`config.mk`:
```
export PLATFORM = sky130hd
export DESIGN_NAME = out_port_uart_tx
export DESIGN_NICKNAME = d
export VERILOG_FILES = /design/src/rtl/out_port_uart_tx.sv
export SDC_FILE = /design/constraint.sdc
export NUM_CORES = 1
export LEC_CHECK = 0
export ABC_AREA = 0
export CORE_ASPECT_RATIO = 0.7
export CORE_MARGIN = 2
export CORE_UTILIZATION = 29
export CTS_BUF_LIST = sky130_fd_sc_hd__clkbuf_4 sky130_fd_sc_hd__clkbuf_8
export CTS_CLUSTER_DIAMETER = 150
export DETAILED_ROUTE_END_ITERATION = 10
export PLACE_DENSITY_LB_ADDON = 0.1
export SYNTH_ARGS = -nofsm -noshare
export SYNTH_HDL_FRONTEND = slang
export SYNTH_SLANG_ARGS = --single-unit
```
`constraint.sdc`:
```
create_clock -name clk -period 3.31 [get_ports clk]
set_input_delay 0.4965 -clock clk [delete_from_list [all_inputs] [get_ports clk]]
set_output_delay 0.4965 -clock clk [all_outputs]
set_load 0.03 [all_outputs]
```
`src/rtl/out_port_uart_tx.sv`:
```
// 8N1 UART transmitter behind a small FIFO, fed by one CPU output port.
// Each strobe rising edge queues one byte; the FSM drains the FIFO LSB-first.
module out_port_uart_tx #(
    parameter int CLKS_PER_BIT = 16,
    parameter int FIFO_DEPTH   = 8
) (
    input  logic                          clk,
    input  logic                          rst,
    input  logic [7:0]                    data_in,
    input  logic                          strobe_in,
    output logic                          tx,
    output logic                          busy,
    output logic                          fifo_full,
    output logic [$clog2(FIFO_DEPTH):0]   fifo_count,
    output logic                          overflow
);

    localparam int PTR_W  = $clog2(FIFO_DEPTH);
    localparam int CNT_W  = PTR_W + 1;
    localparam int BAUD_W = $clog2(CLKS_PER_BIT);
    localparam logic [BAUD_W-1:0] BAUD_LAST = BAUD_W'(CLKS_PER_BIT - 1);
    localparam logic [CNT_W-1:0]  DEPTH_C   = CNT_W'(FIFO_DEPTH);

    typedef enum logic [1:0] {IDLE, START, DATA, STOP} state_t;

    state_t             state_q, state_d;
    logic [BAUD_W-1:0]  baud_q, baud_d;
    logic [2:0]         bit_cnt_q, bit_cnt_d;
    logic [7:0]         shift_q, shift_d;
    logic               tx_q, tx_d;
    logic               strobe_q, strobe_d;
    logic [PTR_W-1:0]   wr_ptr_q, wr_ptr_d;
    logic [PTR_W-1:0]   rd_ptr_q, rd_ptr_d;
    logic [CNT_W-1:0]   count_q, count_d;
    logic               overflow_q, overflow_d;

    // Small enough to live in distributed RAM; the head is read combinationally
    // so IDLE can pop straight into the shift register.
    logic [7:0]         mem [FIFO_DEPTH];

    logic strobe_edge, full, empty, pop, wr_en, bit_done;

    assign strobe_d    = strobe_in;
    assign strobe_edge = strobe_in & ~strobe_q;
    assign full        = (count_q == DEPTH_C);
    assign empty       = (count_q == '0);
    assign pop         = (state_q == IDLE) && !empty;
    assign wr_en       = strobe_edge && !full;
    assign bit_done    = (baud_q == BAUD_LAST);

    always_comb begin
        wr_ptr_d   = wr_ptr_q;
        rd_ptr_d   = rd_ptr_q;
        count_d    = count_q;
        overflow_d = overflow_q | (strobe_edge & full);
        if (wr_en) wr_ptr_d = wr_ptr_q + PTR_W'(1);
        if (pop)   rd_ptr_d = rd_ptr_q + PTR_W'(1);
        case ({wr_en, pop})
            2'b10:   count_d = count_q + CNT_W'(1);
            2'b01:   count_d = count_q - CNT_W'(1);
            default: count_d = count_q;
        endcase
    end

    always_comb begin
        state_d   = state_q;
        baud_d    = baud_q + BAUD_W'(1);
        bit_cnt_d = bit_cnt_q;
        shift_d   = shift_q;
        case (state_q)
            IDLE: begin
                baud_d = '0;
                if (pop) begin
                    shift_d   = mem[rd_ptr_q];
                    bit_cnt_d = '0;
                    state_d   = START;
                end
            end
            START: begin
                if (bit_done) begin
                    baud_d  = '0;
                    state_d = DATA;
                end
            end
            DATA: begin
                if (bit_done) begin
                    baud_d    = '0;
                    shift_d   = {1'b0, shift_q[7:1]};
                    bit_cnt_d = bit_cnt_q + 3'd1;
                    if (bit_cnt_q == 3'd7) state_d = STOP;
                end
            end
            STOP: begin
                if (bit_done) begin
                    baud_d  = '0;
                    state_d = IDLE;
                end
            end
            default: state_d = IDLE;
        endcase

        // Line level follows the next state so tx changes on the same edge as the FSM.
        case (state_d)
            START:   tx_d = 1'b0;
            DATA:    tx_d = shift_d[0];
            default: tx_d = 1'b1;
        endcase
    end

    always_ff @(posedge clk) begin
        if (rst) begin
            state_q    <= IDLE;
            baud_q     <= '0;
            bit_cnt_q  <= '0;
            shift_q    <= '0;
            tx_q       <= 1'b1;
            strobe_q   <= 1'b0;
            wr_ptr_q   <= '0;
            rd_ptr_q   <= '0;
            count_q    <= '0;
            overflow_q <= 1'b0;
        end else begin
            state_q    <= state_d;
            baud_q     <= baud_d;
            bit_cnt_q  <= bit_cnt_d;
            shift_q    <= shift_d;
            tx_q       <= tx_d;
            strobe_q   <= strobe_d;
            wr_ptr_q   <= wr_ptr_d;
            rd_ptr_q   <= rd_ptr_d;
            count_q    <= count_d;
            overflow_q <= overflow_d;
        end
    end

    always_ff @(posedge clk) begin
        if (wr_en) mem[wr_ptr_q] <= data_in;
    end

    assign tx         = tx_q;
    assign busy       = !empty || (state_q != IDLE);
    assign fifo_full  = full;
    assign fifo_count = count_q;
    assign overflow   = overflow_q;

endmodule

```
Word-level counts from Yosys, hierarchy flattened:

Memory sizes are Yosys's and may differ from the RTL's. A register that Yosys moved wholly into a read port is not among the register bits.
Cells that the tools add are included.

* shift-type cells: 0
* divide/modulo/power cells: 0
* magnitude comparators: 0
* muxes and demuxes: 20
* multipliers: 0
* bitwise gates (word level): 4
* reduce and logical (&&, ||, !) cells: 12
* eq/ne operators: 12
* $add $sub $neg: 6

Operator list (count)
* 8-bit two-way mux: 2
* 4-bit one-hot mux with 2 select lines: 2
* 8-bit one-hot mux with 2 select lines: 1
* 3-bit two-way mux: 4
* 2-bit two-way mux: 5
* 3-bit by 1-bit adder with 3-bit output (second input constant): 3
* 4-bit by 1-bit adder with 4-bit output (second input constant): 2
* 2-bit == test (second input constant): 4
* 4-bit == test (second input constant): 2
* 2-bit one-hot mux with 4 select lines: 1
* 2-bit by 1-bit == test with 1-bit output (second input constant): 3
* 3-bit one-hot mux with 2 select lines: 1
* 2-bit nonzero test: 3
* 4-bit logical NOT: 1
* 4-bit two-way mux: 1
* 2-bit != test (second input constant): 2
* 4-bit by 1-bit subtractor with 4-bit output (second input constant): 1
* 3-bit == test (second input constant): 1
* 3-bit AND reduction: 1
* 3-bit OR reduction: 1
* 1-bit AND: 2
* 1-bit logical AND: 2
* 1-bit logical NOT: 2
* 2-bit logical NOT: 1
* other kinds (5): 6

* bits in writable memories: 64
* bits in latches: 0
* memories kept: 1
* input bits: 11
* word-level logic and storage cells: 66
* output and inout port bits: 8
* register bits after elaboration: 30
* ROM bits: 0

Memory list
* mem: depth 8, width 8, read ports 1, clocked after Yosys merged registers in 1, write ports 1, RTL line 39 `logic [7:0] mem [FIFO_DEPTH];`

Depth between registers and ports, before layout:

Gate-level depths: netlist (run 1).

* depth after elaboration: 7
* depth in mapped cells: 11
* depth with buffers taken out: 10

Least setup slack after synthesis (run 1):

No wires, ideal clock.

* path kind: register to register
* from: register count_q[1] (netlist: fifo_count[1])
* to: register count_q[2] (netlist: fifo_count[2])
* slack: 0.713 ns
* stages on the path, launching flop included: 12
* clock period less this slack: 2.597 ns
* library setup time: 0.070 ns
* arrival: 2.528 ns
* path buffers: 2
* data required time: 3.240 ns
* cells stage by stage: dfxtp_1 buf_6 nor4_1 nor3_1 clkbuf_8 ha_1 xor2_1 ha_1 a21oi_1 xor2_1 or3_1 a21oi_1

* cells in the longest elaborated chain, start to end: 5
* elaborated cells between the ends (all ways): 12
* classes of those cells: add/sub (2); eq/ne (3); mux (1); reduce/logical (6)

Ends and longest elaborated chain
* start, declared: RTL line 34 `logic [CNT_W-1:0] count_q, count_d;`
* start signal, assigned: RTL line 131 `count_q <= count_d;`
* 4-bit logical NOT (*): RTL line 46 `assign empty = (count_q == '0);`
* 1-bit logical NOT (*): RTL line 47 `assign pop = (state_q == IDLE) && !empty;`
* 1-bit logical AND (*): RTL line 47
* net pop: RTL line 41 `logic strobe_edge, full, empty, pop, wr_en, bit_done;`
* 2-bit by 1-bit == test with 1-bit output or 2-bit == test (tied branches): RTL line 58 `case ({wr_en, pop})`
* 4-bit one-hot mux with 2 select lines or 2-bit nonzero test (tied branches)

Mark *: on every way through the listed nets, which the timed path passes. The rest lies on a longest branch.
A chain may end at the register's enable or synchronous reset.

Worst setup path after layout (run 1):

* from: register count_q[1] (netlist: fifo_count[1])
* to: register count_q[2] (netlist: fifo_count[2])

* cells in the longest elaborated chain, start to end: 5
* elaborated cells between the ends (all ways): 12
* classes of those cells: add/sub (2); eq/ne (3); mux (1); reduce/logical (6)

Ends and longest elaborated chain (RTL line)
* 4-bit == test or 4-bit logical NOT (tied branches): 45, 46
* 1-bit logical NOT, on equally long branches: 48, 47
* 1-bit logical AND, on equally long branches: 48, 47
* 2-bit by 1-bit == test with 1-bit output or 2-bit == test (tied branches): 58
* 4-bit one-hot mux with 2 select lines or 2-bit nonzero test (tied branches)

Several ways; a longest one is shown, not always the timed one.

==> metrics.txt, run 1 <==
HP Start baud_q[0]; synthesis-to-finish area growth 14.3%; outcome finished clean; Die X 145 microns; CTS buffer count 9; total global routing track utilization 11.5%; DR pass1 iterations 4; min-delay worst type flop to flop; Worst Path Max Fanout 10; filler cell count 1322; Syn. warnings 0; most common cell after layout, fill and taps aside edfxtp_1; initial antenna violation count 0; ratio of cells with drive above 1 in the final layout 18.9%; GR Overflow Total 0; Post-Syn Nets 284; post-route ant nets 0; Switching Share 29.7%; combinational power share 26.7%; Net Switching 0.000918 W; Via Count 2150; Syn Inst Count 265; required time of the critical path 3.60 ns; I/O pin cnt 19; # hold bufs at CTS 0; # nets final 311; Least-Margin Pin Slew 0.767 ns; synthesized flop and latch total 97; Post-synth EDFFs 64; final instance area 0.00459 sq mm; Clock Skew 0.00853 ns; total core area 0.0134 sq mm; clock root buffer clkbuf_8; Final Util 34.4%; FF-to-FF End fifo_count[2]; fin crit period 2.67 ns; DP HPWL 5090 microns; clk slew on worst S/H paths 0.09 ns; P per Cell Area 673 mW/mm^2; first-pass GRT wire length 12300 microns; n_diodes 0; crit path DAT 2.95 ns; CTS resizes 0; post-synthesis cell type count 41; htree depth 3; CTS tree yes; Avg WL per Cell 16.0 microns; critical path class flop to flop; type of destination of the critical path flop; die height 102 microns; most frequent cells in the layout edfxtp_1 (64), dfxtp_1 (33), nor2_1 (25), clkdlybuf4s50_1 (18), nand2_1 (16); unrepaired setup endpoints after global routing no; Placed Area 0.00440 sq mm; reg2reg start fifo_count[1]; main flop type after synthesis edfxtp_1; crit start category flop; Final period util 80.5%; drt drc 0; Leak Pwr 1.58 nW; # Post-CTS Setup Buffers 0; Peak Freq 375 MHz; largest net degree at the start of global routing 20; hold path endpoint baud_q[0]; clk_lat worst skew 0.36 ns; Max Cap Viol 0; sequential fraction of the synthesis area 64.3%; Setup Viol. Count Final 0; 1st-iter DRT viols 132; Int Pwr 0.00217 W; synthesized area per cell 15.2 sq um; IO Port Bufs 18; R2R depth 10; WHS Path Cells 1; vias in the first global route 2190; Seq pwr share 49.1%; Pins Over Slew Limit 0; ys async rst share 0%; clock power share 24.2%; die area 0.0148 sq mm; Final Wtd Congestion 0.672; Synth Cell Area 0.00402 sq mm; CTS Buffer Depth 2; drt total wl 7730 microns; Peak VDD IR 0.000203 V; vias per cell 4.46; row cnt 35; slew margin rel. 48.8%; clk sink count 97; TNS Setup 0 ns; r2r setup slk 0.64 ns; final number of hold-violating endpoints 0; initial core utilization 30.1%
==> power groups by stage <==
| stage | Clock, W | Sequential [W] | Combinational [W] |
|---|---|---|---|
| 3_3_place_gp | 0 | 0.00154 | 0.000845 |
| 6_report | 0.000746 | 0.00152 | 0.000825 |
| 3_5_place_dp | 0 | 0.00155 | 0.000838 |
| 5_1_grt | 0.000829 | 0.00154 | 0.000909 |
| 2_1_floorplan | 0 | 0.00153 | 0.000645 |
| 4_1_cts | 0.000785 | 0.00152 | 0.000842 |
==> cell families (layout without fill, tap and decap cells) <==
family | Yosys count | in the layout | synth area share (%)
DFF | 97 | 97 | 64.3
and+or+nand+nor | 74 | 74 | 9.22
AOI/OAI and AO/OA | 30 | 30 | 5.36
muxes | 29 | 29 | 13.2
buffers and inverters | 18 | 50 | 3.46
xor gates and xnor gates | 9 | 9 | 1.96
adders and majority gates | 8 | 8 | 2.49
==> how the worst max path moves through the flow <==
stage | startpoint | end | depth (start not counted)
floorplan | fifo_count[1] | fifo_count[2] | 11
finish | fifo_count[1] | fifo_count[2] | 10
detailed placement | strobe_in | fifo_count[2] | 11
global placement | strobe_in | fifo_count[2] | 11
CTS | fifo_count[1] | fifo_full | 3
global route | fifo_count[1] | fifo_count[2] | 10
==> synth_stat cells (3+ instances only) <==
master	instances	area, sq um
mux4_2	9	203
clkbuf_1	3	11.3
mux2_2	10	113
a22oi_1	7	52.6
nand2_1	16	60.1
a21oi_2	6	52.6
ha_1	8	100
mux4_1	7	184
dfxtp_1	33	661
nor3_1	4	20.0
xor2_1	7	61.3
nor2b_1	6	37.5
nand3_1	3	15.0
nor2_1	25	93.8
a21oi_1	9	45.0
mux2i_1	3	30.0
nand2b_1	4	25.0
buf_6	5	56.3
nand3b_1	3	22.5
edfxtp_1	64	1920
o21ai_0	4	20.0
inv_1	4	15.0
==> layout make-up <==
type                            instances  area (sq um)  share of cell area [%]
Inverter                                4          15.0                   0.327
Sequential cell                        97          2580                    56.3
Clock inverter                          6          58.8                    1.28
Timing Repair Buffer                   30           270                    5.89
Multi-Input combinational cell        150          1300                    28.3
Clock buffer                           10           131                    2.86
Tap cell                              185           231                    5.04
==> state kept, by name (all words and copies together), names as in the netlist, named ones only <==
name and flops:
baud_q 4, bit_cnt_q 3, fifo_count 4, mem 64, overflow 1, rd_ptr_q 3
shift_q 8, state_q 2, strobe_q 1, tx 1, wr_ptr_q 3
==> critical path: stages (launching register included) <==
cell     delay, ns
dfxtp_1       0.42
or4b_1        0.61
and2_1        0.21
inv_1         0.13
ha_1          0.26
xor2_1        0.17
ha_1          0.15
a21oi_1       0.04
xor2_1        0.16
or3_1         0.31
a21oi_1       0.14
==> metrics by stage <==
step	hold slack (ns)	instances	total power, W	worst slack (ns)
final	0.457	482	0.00309	0.645
after global routing	0.496	482	0.00327	0.438
after CTS	0.459	482	0.00315	0.616
after detailed placement	0.441	466	0.00238	0.486
after global placement	0.429	466	0.00239	0.523
after floorplan	0.418	265	0.00218	0.713
==> metal layers <==
metal,vias up,global-route usage [%],share of wire (%),wire (microns)
li1,1048,-,-,-
met1,1070,16.6,52,4050
met2,24,16.8,43,3310
met3,8,3.28,3.7,283
met4,0,3.81,1.1,82
met5,-,0,0,0
Power figures use the tool's default switching activity.
==> run 2: changes to the inputs <==
- clock period: 3.31 -> 2.5 ns (I/O delays scaled with it)
==> run 2 against run 1 <==
Net effect:
- sequential power rose by 30%
- final cell count is 1.9% higher
- sequential cell count unchanged
- core utilization is 0.76 points higher
- critical path depth is the same
- global-route usage about the same
- critical endpoint unchanged
- largest cell class unchanged
==> metrics.txt, run 2 (same netlist as run 1, synthesis figures left out) <==
WHS Path Cells 2 (was 1); HP Start bit_cnt_q[1] (was baud_q[0]); row cnt 35 (unchanged); clk sink count 97 (unchanged); ratio of cells with drive above 1 in the final layout 22.5% (was 18.9%); max reg flops 64 (unchanged); CP bufs+invs 1 (unchanged); hold path endpoint bit_cnt_q[1] (was baud_q[0]); fin crit period 2.36 ns (was 2.67 ns); slew margin rel. 66.9% (was 48.8%); P per Cell Area 894 mW/mm^2 (was 673 mW/mm^2); clk_lat worst skew 0.36 ns (about the same); # Post-CTS Setup Buffers 0 (unchanged); crit start category flop (unchanged); largest net degree at the start of global routing 17 (was 20); vias per cell 4.41 (was 4.46); first-pass GRT wire length 12500 microns (was 12300 microns); Leak Pwr 1.64 nW (was 1.58 nW); slowest cell on the critical path or4b_1 (unchanged); Worst Path Max Fanout 6 (was 10); CTS tree yes (unchanged); Die X 145 microns (unchanged); die area 0.0148 sq mm (unchanged); final number of hold-violating endpoints 0 (unchanged); post-route ant nets 0 (unchanged); critical path class flop to flop (unchanged); Peak VDD IR 0.000225 V (was 0.000203 V); type of destination of the critical path flop (unchanged); required time of the critical path 2.80 ns (was 3.60 ns); Setup Viol. Count Final 0 (unchanged); DP HPWL 5200 microns (was 5090 microns); Reg with most FFs mem (unchanged); R2R depth 10 (unchanged); I/O pin cnt 19 (unchanged); CTS buffer count 9 (unchanged); drt total wl 7750 microns (was 7730 microns); most frequent cells in the layout edfxtp_1 (64), dfxtp_1 (31), nor2_1 (25), buf_4 (22), clkdlybuf4s50_1 (17) (was edfxtp_1 (64), dfxtp_1 (33), nor2_1 (25), clkdlybuf4s50_1 (18), nand2_1 (16)); DR pass1 iterations 4 (unchanged); Crit path max-delay family simple AND/OR/NAND/NOR gates (unchanged); total core area 0.0134 sq mm (unchanged); FF-to-FF End fifo_count[2] (unchanged); Via Count 2164 (was 2150); initial antenna violation count 0 (unchanged); reg2reg start fifo_count[3] (was fifo_count[1]); CTS Buffer Depth 2 (unchanged); clk slew on worst S/H paths 0.09 ns (about the same); die height 102 microns (unchanged); Max Cap Viol 0 (unchanged); IO Port Bufs 18 (unchanged); Avg WL per Cell 15.8 microns (was 16.0 microns); Final Util 35.1% (was 34.4%); GR Overflow Total 0 (unchanged); min-delay worst type flop to flop (unchanged); Clock Skew 0.00803 ns (was 0.00853 ns); htree depth 3 (unchanged); most common cell after layout, fill and taps aside edfxtp_1 (unchanged); Final period util 94.5% (was 80.5%); Top Registers mem (64), shift_q (8) (unchanged); # nets final 321 (was 311); CP max stage delay 0.51 ns (was 0.61 ns); drt drc 0 (unchanged); Peak Freq 423 MHz (was 375 MHz); critical-path cell list or4b_1, and2_1, inv_1, ha_4, xor2_1, ha_1, a21oi_1, xor2_1, or3_1, a21oi_1 (was or4b_1, and2_1, inv_1, ha_1, xor2_1, ha_1, a21oi_1, xor2_1, or3_1, a21oi_1); r2r setup slk 0.14 ns (was 0.64 ns); Final Wtd Congestion 0.709 (was 0.672); vias in the first global route 2222 (was 2190); crit path DAT 2.66 ns (was 2.95 ns); synthesis-to-finish area growth 16.8% (was 14.3%); n_diodes 0 (unchanged); 1st-iter DRT viols 152 (was 132); total global routing track utilization 11.6% (was 11.5%); initial core utilization 30.1% (unchanged); clock root buffer clkbuf_8 (unchanged); Pins Over Slew Limit 0 (unchanged); outcome finished clean (unchanged); unrepaired setup endpoints after global routing no (unchanged); TNS Setup 0 ns (unchanged); Least-Margin Pin Slew 0.495 ns (was 0.767 ns)
## run 2: cell count changes in the layout (fill, tap and decap cells not counted), moves of 2 or more
cell      change
dfxtp_2       +2
clkinv_2      -3
dfxtp_1       -2
buf_4        +10
## run 2: worst max-delay path by stage
stage / startpoint / end / slack [ns] / cells after the start
2_1_floorplan: fifo_count[1] / fifo_count[2] / 0.03 / 11
3_3_place_gp: strobe_in / fifo_count[2] / 0.06 / 11
3_5_place_dp: strobe_in / fifo_count[2] / 0.01 / 11
4_1_cts: fifo_count[3] / fifo_full / 0.04 / 3
5_1_grt: fifo_count[3] / fifo_count[2] / 0.004 / 10
6_report: fifo_count[3] / fifo_count[2] / 0.14 / 10
## run 2: layout make-up
| cell class | count | area [sq um] |
|---|---|---|
| sequential | 97 | 2580 |
| clock buffer | 9 | 124 |
| clock inverter | 6 | 68.8 |
| tap | 185 | 231 |
| timing repair buffer | 40 | 348 |
| fill | 1312 | 8670 |
| multi-input combinational | 150 | 1320 |
| inverter | 4 | 15.0 |
## run 2: where the power goes
group          total [W]  switching [W]  internal, W  leakage (nW)
Clock            0.00102       0.000555     0.000462        0.0918
Sequential       0.00198       0.000107      0.00187         0.850
Combinational    0.00120       0.000606     0.000593         0.701
## run 2: what timing repair did
action,in CTS,in global routing
endpoints found under the setup margin,0,3
gates resized for setup,0,2
hold buffers,0,0
## run 2: worst register-to-register path: cells and delay by family, from the launching register on
family                     cells  cell delay (ns)
xor gates and xnor gates       2             0.31
AOI/OAI and AO/OA              2             0.18
DFF                            1             0.40
adders and majority gates      2             0.32
and+or+nand+nor                3             1.00
buffers and inverters          1             0.10
## run 2: metrics by stage
| step | std cells | setup WS [ns] | instance area [sq um] | hold slack (ns) | power [W] |
|---|---|---|---|---|---|
| global route | 491 | 0.00407 | 4690 | 0.477 | 0.00445 |
| floorplan | 265 | 0.0295 | 4040 | 0.418 | 0.00290 |
| global placement | 476 | 0.0647 | 4490 | 0.434 | 0.00324 |
| finish | 491 | 0.138 | 4690 | 0.462 | 0.00419 |
| CTS | 491 | 0.0437 | 4680 | 0.466 | 0.00427 |
| detailed placement | 476 | 0.0114 | 4490 | 0.449 | 0.00324 |
## run 2: routing by layer
layer | up-vias | global-route usage [%] | part of all wire, %
li1 | 1066 | - | -
met1 | 1072 | 16.8 | 55
met2 | 19 | 16.9 | 42
met3 | 7 | 3.05 | 2.3
met4 | 0 | 3.81 | 1.1
met5 | - | 0 | 0
==> run 3: changes to the inputs <==
--- a/config.mk
+++ b/config.mk
@@ -17,2 +17,3 @@
 export SYNTH_HDL_FRONTEND = slang
 export SYNTH_SLANG_ARGS = --single-unit
+export TNS_END_PERCENT = 1
==> constraint.sdc (replaced) <==
create_clock -name clk -period 2.5 [get_ports clk]
set_input_delay 0.375 -clock clk [delete_from_list [all_inputs] [get_ports clk]]
set_output_delay 0.375 -clock clk [all_outputs]
set_load 0.01 [all_outputs]
==> run 3 against run 2 <==
Net effect:
- worst hold slack lost 0.0094 ns
- largest power group unchanged
- global-route usage is essentially flat
- maximum frequency grew 2.5%
- sequential power is essentially flat
- critical endpoint unchanged
- count of clock-buffer cells in the layout is the same
- register-to-register slack gained 0.06 ns
- sequential share of layout area shrank 0.17 points
- final cell count is the same
==> metrics.txt, run 3 (same netlist as run 1, synthesis figures left out) <==
crit start category flop (unchanged); Worst Path Max Fanout 3 (was 6); htree depth 3 (unchanged); crit path DAT 2.60 ns (was 2.66 ns); final instance area 0.00470 sq mm (was 0.00469 sq mm); P per Cell Area 894 mW/mm^2 (about the same); first-pass GRT wire length 12300 microns (was 12500 microns); largest net degree at the start of global routing 17 (unchanged); Avg WL per Cell 15.6 microns (was 15.8 microns); CTS resizes 0 (unchanged); die height 102 microns (unchanged); vias per cell 4.39 (was 4.41); required time of the critical path 2.80 ns (about the same); # Post-CTS Setup Buffers 0 (unchanged); worst slack, placed 0.0122 ns (was 0.0114 ns); Least-Margin Pin Slew 0.479 ns (was 0.495 ns); post-route ant nets 0 (unchanged); fin crit period 2.30 ns (was 2.36 ns); clk sink count 97 (unchanged); max reg flops 64 (unchanged); Top Registers mem (64), shift_q (8) (unchanged); Leak Pwr 1.64 nW (about the same); ratio of cells with drive above 1 in the final layout 21.9% (was 22.5%); I/O pin cnt 19 (unchanged); CP max stage delay 0.56 ns (was 0.51 ns); unrepaired setup endpoints after global routing no (unchanged); r2r setup slk 0.20 ns (was 0.14 ns); Die X 145 microns (unchanged); Final period util 92.2% (was 94.5%); outcome finished clean (unchanged); Max Cap Viol 0 (unchanged); clk_lat worst skew 0.37 ns (was 0.36 ns); most common cell after layout, fill and taps aside edfxtp_1 (unchanged); most frequent cells in the layout edfxtp_1 (64), dfxtp_1 (33), nor2_1 (25), buf_4 (22), clkdlybuf4s50_1 (18) (was edfxtp_1 (64), dfxtp_1 (31), nor2_1 (25), buf_4 (22), clkdlybuf4s50_1 (17)); final number of hold-violating endpoints 0 (unchanged); Final Wtd Congestion 0.685 (was 0.709); row cnt 35 (unchanged); min-delay worst type flop to flop (unchanged); n_diodes 0 (unchanged); 1st-iter DRT viols 120 (was 152); initial core utilization 30.1% (unchanged); drt total wl 7650 microns (was 7750 microns); vias in the first global route 2275 (was 2222); total core area 0.0134 sq mm (unchanged); slew margin rel. 67.9% (was 66.9%); drt drc 0 (unchanged); slowest cell on the critical path or4b_4 (was or4b_1); die area 0.0148 sq mm (unchanged); IO Port Bufs 18 (unchanged); total global routing track utilization 11.6% (about the same); Reg with most FFs mem (unchanged); Setup Viol. Count Final 0 (unchanged); Clock Skew 0.00908 ns (was 0.00803 ns); CTS tree yes (unchanged); Peak Freq 434 MHz (was 423 MHz); Setup WS post-layout 0.195 ns (was 0.138 ns); CTS Buffer Depth 2 (unchanged); Placed Area 0.00447 sq mm (was 0.00449 sq mm); GR Overflow Total 0 (unchanged); Via Count 2155 (was 2164); # nets final 321 (unchanged); DR pass1 iterations 4 (unchanged); critical path class flop to flop (unchanged); TNS Setup 0 ns (unchanged); synthesis-to-finish area growth 17.0% (was 16.8%); clk slew on worst S/H paths 0.09 ns (about the same); initial antenna violation count 0 (unchanged); type of destination of the critical path flop (unchanged); CTS buffer count 9 (unchanged); Peak VDD IR 0.000266 V (was 0.000225 V); critical-path cell list or4b_4, and2_1, inv_1, ha_1, xor2_1, ha_1, a21oi_1, xor2_1, or3_1, a21oi_1 (was or4b_1, and2_1, inv_1, ha_4, xor2_1, ha_1, a21oi_1, xor2_1, or3_1, a21oi_1); DP HPWL 5200 microns (about the same); clock root buffer clkbuf_8 (unchanged); Pins Over Slew Limit 0 (unchanged); # hold bufs at CTS 0 (unchanged)
run 3: critical path: cells and delay by family, from the launching register on:
kind                     cells  cell delay [ns]
buffers and inverters        1             0.07
adder cells (fa/ha/maj)      2             0.32
AO/OA/AOI/OAI                2             0.18
AND/OR/NAND/NOR              3             1.03
XOR/XNOR                     2             0.31
flip-flops                   1             0.33
run 3: power breakdown:
group / internal (W) / switching, W
clock: 0.000563 / 0.000549
combinational: 0.000573 / 0.000543
sequential: 0.00187 / 0.000101
run 3: worst paths after layout:
path | from | endpoint | cells after the start
worst max-delay path | fifo_count[0] | fifo_count[2] | 10
worst min-delay path | baud_q[0] | baud_q[0] | 1
worst min register to register | baud_q[0] | baud_q[0] | 1
worst max register to register | fifo_count[0] | fifo_count[2] | 10
run 3: routing by layer:
layer	global-route usage, %	share of wire, %	wire length [microns]	vias to the layer above
li1	-	-	-	1065
met1	16.1	52	3950	1058
met2	17.4	43	3320	23
met3	3.61	3.6	276	9
met4	3.81	1.4	106	0
met5	0	0	0	-
run 3: layout make-up:
type | count | area, sq um
clock buffer | 9 | 124
fill | 1299 | 8660
sequential | 97 | 2580
multi-input combinational | 150 | 1310
timing repair buffer | 40 | 345
tap | 185 | 231
clock inverter | 6 | 92.6
inverter | 4 | 15.0
run 3: metrics by stage:
stage | instances | hold WS, ns | utilization [%] | power, W
2_1_floorplan | 265 | 0.418 | - | 0.00283
3_3_place_gp | 476 | 0.435 | 33.5 | 0.00314
3_5_place_dp | 476 | 0.445 | 33.5 | 0.00314
4_1_cts | 491 | 0.458 | 35.1 | 0.00428
5_1_grt | 491 | 0.485 | 35.2 | 0.00449
6_report | 491 | 0.453 | 35.2 | 0.00420
